--- src/rtl/alu_ctrl_pkg.sv ---
// ALUControl code space shared by the ALU controller, the ALU and the HI/LO unit.
// Also holds the HI/LO multiply unit state encoding.
package alu_ctrl_pkg;

  localparam logic [5:0] alu_and   = 6'h00;
  localparam logic [5:0] alu_or    = 6'h01;
  localparam logic [5:0] alu_add   = 6'h02;
  localparam logic [5:0] alu_mult  = 6'h03;
  localparam logic [5:0] alu_multu = 6'h04;
  localparam logic [5:0] alu_sub   = 6'h05;
  localparam logic [5:0] alu_slt   = 6'h06;
  localparam logic [5:0] alu_sltu  = 6'h07;
  localparam logic [5:0] alu_xor   = 6'h08;
  localparam logic [5:0] alu_nor   = 6'h09;
  localparam logic [5:0] alu_sll   = 6'h0a;
  localparam logic [5:0] alu_srl   = 6'h0b;
  localparam logic [5:0] alu_sra   = 6'h0c;
  localparam logic [5:0] alu_sllv  = 6'h0d;
  localparam logic [5:0] alu_srlv  = 6'h0e;
  localparam logic [5:0] alu_srav  = 6'h0f;
  localparam logic [5:0] alu_lui   = 6'h10;
  localparam logic [5:0] alu_div   = 6'h11;
  localparam logic [5:0] alu_divu  = 6'h12;
  localparam logic [5:0] alu_mul   = 6'h13;
  localparam logic [5:0] alu_madd  = 6'h14;
  localparam logic [5:0] alu_msub  = 6'h15;
  localparam logic [5:0] alu_maddu = 6'h16;
  localparam logic [5:0] alu_mfhi  = 6'h17;
  localparam logic [5:0] alu_mflo  = 6'h18;
  localparam logic [5:0] alu_mthi  = 6'h19;
  localparam logic [5:0] alu_mtlo  = 6'h1a;
  localparam logic [5:0] alu_msubu = 6'h1b;
  localparam logic [5:0] alu_clz   = 6'h1c;
  localparam logic [5:0] alu_clo   = 6'h1d;
  localparam logic [5:0] alu_movn  = 6'h1e;
  localparam logic [5:0] alu_movz  = 6'h1f;
  localparam logic [5:0] alu_rotr  = 6'h20;
  localparam logic [5:0] alu_rotrv = 6'h21;

  typedef enum logic [1:0] {
    st_idle   = 2'd0,
    st_mul    = 2'd1,
    st_finish = 2'd2
  } hm_state_t;

endpackage

--- src/rtl/mul_iter_core.sv ---
// Unsigned 32x32 iterative multiplier, BITS_PER_CYCLE multiplier bits per cycle.
// done is high during the cycle whose closing edge retires the last digit.
module mul_iter_core
  import alu_ctrl_pkg::*;
#(
  parameter int BITS_PER_CYCLE = 2
) (
  input  logic        clk,
  input  logic        rst,
  input  logic        start,
  input  logic [31:0] a,
  input  logic [31:0] b,
  output logic        done,
  output logic [63:0] prod
);

  localparam int K  = BITS_PER_CYCLE;
  localparam int N  = 32 / K;
  localparam int CW = $clog2(N);
  localparam logic [CW-1:0] LAST = CW'(N - 1);

  logic [31:0]   ma;
  logic [31:0]   mb;
  logic [63:0]   acc;
  logic [63:0]   part;
  logic [CW-1:0] cnt;
  logic          run;

  assign part = {32'b0, ma} * {{(64-K){1'b0}}, mb[31 -: K]};
  assign done = run && (cnt == LAST);
  assign prod = acc;

  // MSB-first shift-and-add over the multiplier digits
  always_ff @(posedge clk) begin
    if (rst) begin
      ma  <= '0;
      mb  <= '0;
      acc <= '0;
      cnt <= '0;
      run <= 1'b0;
    end else if (start) begin
      ma  <= a;
      mb  <= b;
      acc <= '0;
      cnt <= '0;
      run <= 1'b1;
    end else if (run) begin
      acc <= {acc[63-K:0], {K{1'b0}}} + part;
      mb  <= mb << K;
      cnt <= cnt + 1'b1;
      if (done) run <= 1'b0;
    end
  end

endmodule

--- src/rtl/hilo_mul_unit.sv ---
// HI/LO owner and multi-cycle multiply unit beside the execute-stage ALU.
// Optional MADD_MSUB_EN builds the 64-bit HI/LO accumulate path.
module hilo_mul_unit
  import alu_ctrl_pkg::*;
#(
  parameter int BITS_PER_CYCLE = 2
) (
  input  logic        Clk,
  input  logic        Rst,
  input  logic        Start,
  input  logic [5:0]  ALUControl,
  input  logic [31:0] A,
  input  logic [31:0] B,
  output logic [31:0] Result,
  output logic        ResultValid,
  output logic        Busy,
  output logic [31:0] Hi,
  output logic [31:0] Lo
);

  hm_state_t   state, state_n;
  logic [5:0]  op, op_n;
  logic        neg, neg_n;
  logic [31:0] hi_n, lo_n, result_n;
  logic        rv_n, busy_n;
  logic        core_start, core_done;
  logic [63:0] core_prod;
  logic [63:0] p;
  logic [31:0] ma, mb;

  logic is_mthi, is_mtlo, is_mfhi, is_mflo;
  logic is_madd, is_msub, is_signed, is_mulop;

  assign is_mthi = (ALUControl == alu_mthi);
  assign is_mtlo = (ALUControl == alu_mtlo);
  assign is_mfhi = (ALUControl == alu_mfhi);
  assign is_mflo = (ALUControl == alu_mflo);
`ifdef MADD_MSUB_EN
  assign is_madd = (ALUControl == alu_madd);
  assign is_msub = (ALUControl == alu_msub);
`else
  assign is_madd = 1'b0;
  assign is_msub = 1'b0;
`endif
  assign is_signed = (ALUControl == alu_mult)
                   | (ALUControl == alu_mul)
                   | is_madd | is_msub;
  assign is_mulop  = is_signed | (ALUControl == alu_multu);

  assign ma = (is_signed && A[31]) ? 32'd0 - A : A;
  assign mb = (is_signed && B[31]) ? 32'd0 - B : B;
  assign p  = neg ? 64'd0 - core_prod : core_prod;

`ifdef MADD_MSUB_EN
  logic [63:0] acc_sum;
  assign acc_sum = (op == alu_msub) ? {Hi, Lo} - p
                                    : {Hi, Lo} + p;
`endif

  mul_iter_core #(
    .BITS_PER_CYCLE(BITS_PER_CYCLE)
  ) u_core (
    .clk  (Clk),
    .rst  (Rst),
    .start(core_start),
    .a    (ma),
    .b    (mb),
    .done (core_done),
    .prod (core_prod)
  );

  // Next-state, HI/LO and writeback decisions
  always_comb begin
    state_n    = state;
    op_n       = op;
    neg_n      = neg;
    hi_n       = Hi;
    lo_n       = Lo;
    result_n   = Result;
    rv_n       = 1'b0;
    busy_n     = Busy;
    core_start = 1'b0;
    unique case (state)
      st_idle: begin
        if (Start) begin
          unique case (1'b1)
            is_mthi: hi_n = A;
            is_mtlo: lo_n = A;
            is_mfhi: begin
              result_n = Hi;
              rv_n     = 1'b1;
            end
            is_mflo: begin
              result_n = Lo;
              rv_n     = 1'b1;
            end
            is_mulop: begin
              state_n    = st_mul;
              busy_n     = 1'b1;
              op_n       = ALUControl;
              neg_n      = is_signed & (A[31] ^ B[31]);
              core_start = 1'b1;
            end
            default: ;
          endcase
        end
      end
      st_mul: begin
        if (core_done) state_n = st_finish;
      end
      st_finish: begin
        state_n = st_idle;
        busy_n  = 1'b0;
        unique case (1'b1)
          (op == alu_mul): begin
            result_n = p[31:0];
            rv_n     = 1'b1;
          end
`ifdef MADD_MSUB_EN
          (op == alu_madd) || (op == alu_msub):
            {hi_n, lo_n} = acc_sum;
`endif
          default: {hi_n, lo_n} = p;
        endcase
      end
      default: state_n = st_idle;
    endcase
  end

  // Architectural and control registers
  always_ff @(posedge Clk) begin
    if (Rst) begin
      state       <= st_idle;
      op          <= '0;
      neg         <= 1'b0;
      Hi          <= '0;
      Lo          <= '0;
      Result      <= '0;
      ResultValid <= 1'b0;
      Busy        <= 1'b0;
    end else begin
      state       <= state_n;
      op          <= op_n;
      neg         <= neg_n;
      Hi          <= hi_n;
      Lo          <= lo_n;
      Result      <= result_n;
      ResultValid <= rv_n;
      Busy        <= busy_n;
    end
  end

endmodule
--- config.mk ---
export PLATFORM = sky130hd
export DESIGN_NAME = hilo_mul_unit
export DESIGN_NICKNAME = d
export VERILOG_FILES = /design/src/rtl/alu_ctrl_pkg.sv /design/src/rtl/mul_iter_core.sv /design/src/rtl/hilo_mul_unit.sv
export SDC_FILE = /design/constraint.sdc
export NUM_CORES = 1
export LEC_CHECK = 0
export ABC_AREA = 1
export CAP_MARGIN = 20
export CORE_ASPECT_RATIO = 2
export CORE_MARGIN = 4
export CORE_UTILIZATION = 54
export CTS_CLUSTER_DIAMETER = 120
export DETAILED_ROUTE_END_ITERATION = 8
export GPL_TIMING_DRIVEN = 1
export HOLD_SLACK_MARGIN = 0.03
export PLACE_DENSITY_LB_ADDON = 0.08
export SYNTH_ARGS = -nofsm -noshare
export SYNTH_HDL_FRONTEND = slang
export SYNTH_SLANG_ARGS = --single-unit
export TNS_END_PERCENT = 30
--- constraint.sdc ---
create_clock -name Clk -period 2.9 [get_ports Clk]
set_input_delay 0.435 -clock Clk [delete_from_list [all_inputs] [get_ports Clk]]
set_output_delay 0.435 -clock Clk [all_outputs]
set_load 0.01 [all_outputs]
==> impl_metrics.json <==
{
  "hold_viol_final": 0,
  "cpLargestDelayFamily": "simple AND/OR/NAND/NOR gates",
  "grt_overflow_total": 0,
  "critPathLaunch": "u_core.mb[30]",
  "htreeDepth": 1,
  "worstMarginPinSlew_ns": 0.7533,
  "clock_skew_ns": 0.01784,
  "synthDistinctLibCells": 54,
  "area_delta_synth_final_pct": 28.23,
  "r2r_slack_ns": -0.07,
  "final.setup.tns_ns": -0.3355,
  "antenna_found_initial": 1,
  "die_h_um": 274.8,
  "rr_worst_depth": 20,
  "synth_edf_count": 0,
  "dieArea_um2": 38870,
  "pre_cts_ws_ns": -0.3223,
  "rsz0062_at_grt": "true",
  "grt_pass1_wl_um": 127200,
  "place.gp.congestion": 1.052,
  "finalWirelength_um": 87270,
  "outcome": "finished with violations",
  "cp.required_ns": 3.37,
  "cp_num_buf_inv": 6,
  "p_per_area_nw_per_um2": 329.1,
  "utilization": 0.7028,
  "cts_hold_buf": 0,
  "min_to": "u_core.mb[24]",
  "layout_common_cells": "nand2_1, inv_1, nor2_1, a21oi_1, nand3_1",
  "critical_path.max_stage_delay_ns": 0.57,
  "final_area_um2": 24650,
  "grt_pass1_vias": 23410,
  "ys_ff_latch": 240,
  "crit_chain": "clkbuf_16 -> nand2_2 -> fa_1 -> inv_2 -> ha_4 -> nand2_4 -> inv_1 -> nand2_1 -> nand2_1 -> buf_4 -> nand2_1 -> nand2_2 -> buf_4 -> nand2_1 -> nand2_2 -> nand3_2 -> nand3_2 -> nand3_2 -> nand2_1 -> inv_1",
  "max_slew_margin": 0.4932,
  "antenna_left": 0,
  "crit_fanout": 8,
  "critical_path.startpoint_type": "flop",
  "syn_inst": 3310,
  "cts-root-buf": "clkbuf_16",
  "grt_use_total": 0.4196,
  "clockBufferDepth": 3,
  "dpl.hpwl_um": 64980,
  "synthFlopType": "dfxtp_1",
  "worst_path_most_repeated_cell": "nand2_1",
  "holdPathStages": 4,
  "nets": 3721,
  "wire_per_inst_um": 21.59,
  "setup_viol": 13,
  "dp.cells": 3990,
  "ys_seq_area_frac": 0.2499,
  "avgSynthCellArea_um2": 5.808,
  "drtIter0Drc": 2194,
  "cts.sinks": 240,
  "netlist_area_um2": 19220,
  "layout_commonest_cell": "nand2_1",
  "hp-start": "Rst",
  "cpMaxStageDelayCell": "fa_1",
  "viasPerCell": 5.913,
  "grt_max_degree": 112,
  "cts_tree": "done",
  "syn_nets": 3452,
  "clk_pin_slew_ns": 0.07,
  "cap_violations": 0,
  "core_um2": 35070,
  "critical_path_class": "reg2reg",
  "rows": 97,
  "first_pass_iters": 6,
  "clkLatencyLatePin_ns": 0.57,
  "p_leak_nw": 12.38,
  "post-route-min-period_ns": 2.969,
  "violations": "setup timing",
  "async_reset_ff_frac": 0,
  "drc": 0,
  "hold_path.class": "in2reg",
  "fin_crit_sh": 1.024,
  "ir_drop_mv": 0.4506,
  "fin_ws_ns": -0.06857,
  "timing.rr.end": "u_core.prod[54]",
  "cp.arrival_ns": 3.44,
  "ios": 171,
  "place_area_um2": 22450,
  "routed-via-count": 23900,
  "drive_above_1_share": 0.1521,
  "fmax_mhz": 336.9,
  "start_util": 0.5481,
  "buffer_ports.inserted": 170,
  "cp-end-kind": "flop",
  "numCtsBuffers": 24,
  "fill_cells": 2951,
  "slew_violations": 0,
  "final_cells": 4042,
  "ys_warn_count": 0,
  "reg2reg_from": "u_core.mb[30]",
  "die_x_um": 141.4
}
## how the worst max path moves through the flow
stage | to | slack (ns) | depth (start not counted)
detailed placement | u_core.prod[27] | -0.32 | 15
global route | u_core.prod[54] | -0.18 | 21
floorplan | u_core.prod[32] | 0.04 | 20
global placement | u_core.prod[45] | -0.29 | 16
finish | u_core.prod[54] | -0.07 | 20
CTS | u_core.prod[23] | 0.001 | 16
## area by class of cell
cell class,instances,area [µm²],area share
Sequential cell,240,4815,0.1953
Inverter,513,1931,0.07832
Clock buffer,35,693.2,0.02812
Antenna cell,1,2.502,0.0001015
Clock inverter,8,105.1,0.004264
Tap cell,445,556.8,0.02259
Timing Repair Buffer,373,3428,0.1391
Multi-Input combinational cell,2427,13120,0.5322
## through the flow
step / power, mW / hold WS [ns]
2_1_floorplan: 4.181 / 0.4307
3_3_place_gp: 4.735 / 0.4404
3_5_place_dp: 4.752 / 0.4551
4_1_cts: 8.009 / 0.3677
5_1_grt: 8.283 / 0.4200
6_report: 8.113 / 0.3708
## what timing repair did
item	in CTS	in global routing
setup buffers	3	4
cloned	2	1
endpoints found under the hold margin	0	0
setup endpoints to repair	49	53
resized for setup	123	203
pin swaps	12	61
## registers in the layout (all words and copies together), names as in the netlist, 2 cells and up
| signal | count |
|---|---|
| state | 2 |
| Lo | 32 |
| Hi | 32 |
| op | 6 |
| u_core.prod | 64 |
| Result | 32 |
| u_core.cnt | 4 |
| u_core.mb | 32 |
| u_core.ma | 32 |
## logic make-up (layout without fill, tap and decap cells)
kind of cell,after synthesis,after routing,share of synthesized area
AND/OR/NAND/NOR,1735,1735,0.3728
buffers and inverters,643,929,0.1338
AO/OA/AOI/OAI,559,559,0.1573
flip-flops,240,240,0.2499
adder cells (fa/ha/maj),69,69,0.05702
XOR/XNOR,64,64,0.02916
other,0,1,0
## synth_stat cells, types with 6 or more instances
cell      number  area share
o21ai_0      191       0.050
inv_1        498       0.097
clkbuf_1      58       0.011
nand4_1       39       0.013
nand2_1      961        0.19
or2_2          9      0.0029
o21ai_1        9      0.0023
a211oi_1      12      0.0047
a21oi_1      273       0.071
nor3_1        47       0.012
ha_1          38       0.025
inv_2         14      0.0027
nor2_1       377       0.074
dfxtp_1      240        0.25
buf_2         40       0.010
nand2_2        6      0.0020
buf_1         12      0.0023
xor2_1        59       0.027
o21ai_2        6      0.0027
fa_1          31       0.032
buf_6          9      0.0053
buf_4         11      0.0043
o211ai_1       9      0.0035
o21bai_1       7      0.0027
nor2_2         7      0.0023
nand3_1      264       0.069
a21o_1         6      0.0023
a31oi_1       28      0.0091
## power by group
part	switching [mW]	internal (mW)	leakage [nW]
Sequential	0.0681	3.36	1.94
Combinational	0.893	0.458	10.1
Clock	1.49	1.84	0.379
Total	2.45	5.66	12.4
## worst register-to-register path, cell delays in order (launching register included)
cell,delay (ns)
dfxtp_4,0.43
clkbuf_16,0.20
nand2_2,0.08
fa_1,0.57
inv_2,0.07
ha_4,0.31
nand2_4,0.08
inv_1,0.07
nand2_1,0.06
nand2_1,0.08
buf_4,0.11
nand2_1,0.07
nand2_2,0.14
buf_4,0.12
nand2_1,0.05
nand2_2,0.09
nand3_2,0.08
nand3_2,0.09
nand3_2,0.07
nand2_1,0.09
inv_1,0.04
## routing by layer
layer	wire, µm	GRT usage	vias to the layer above
met2	42340	0.7470	1541
met4	9713	0.3564	0
li1	-	-	11010
met1	27870	0.4219	10850
met5	0	0	-
met3	7349	0.06314	500
Note: power is estimated with default switching activity, not from simulation.
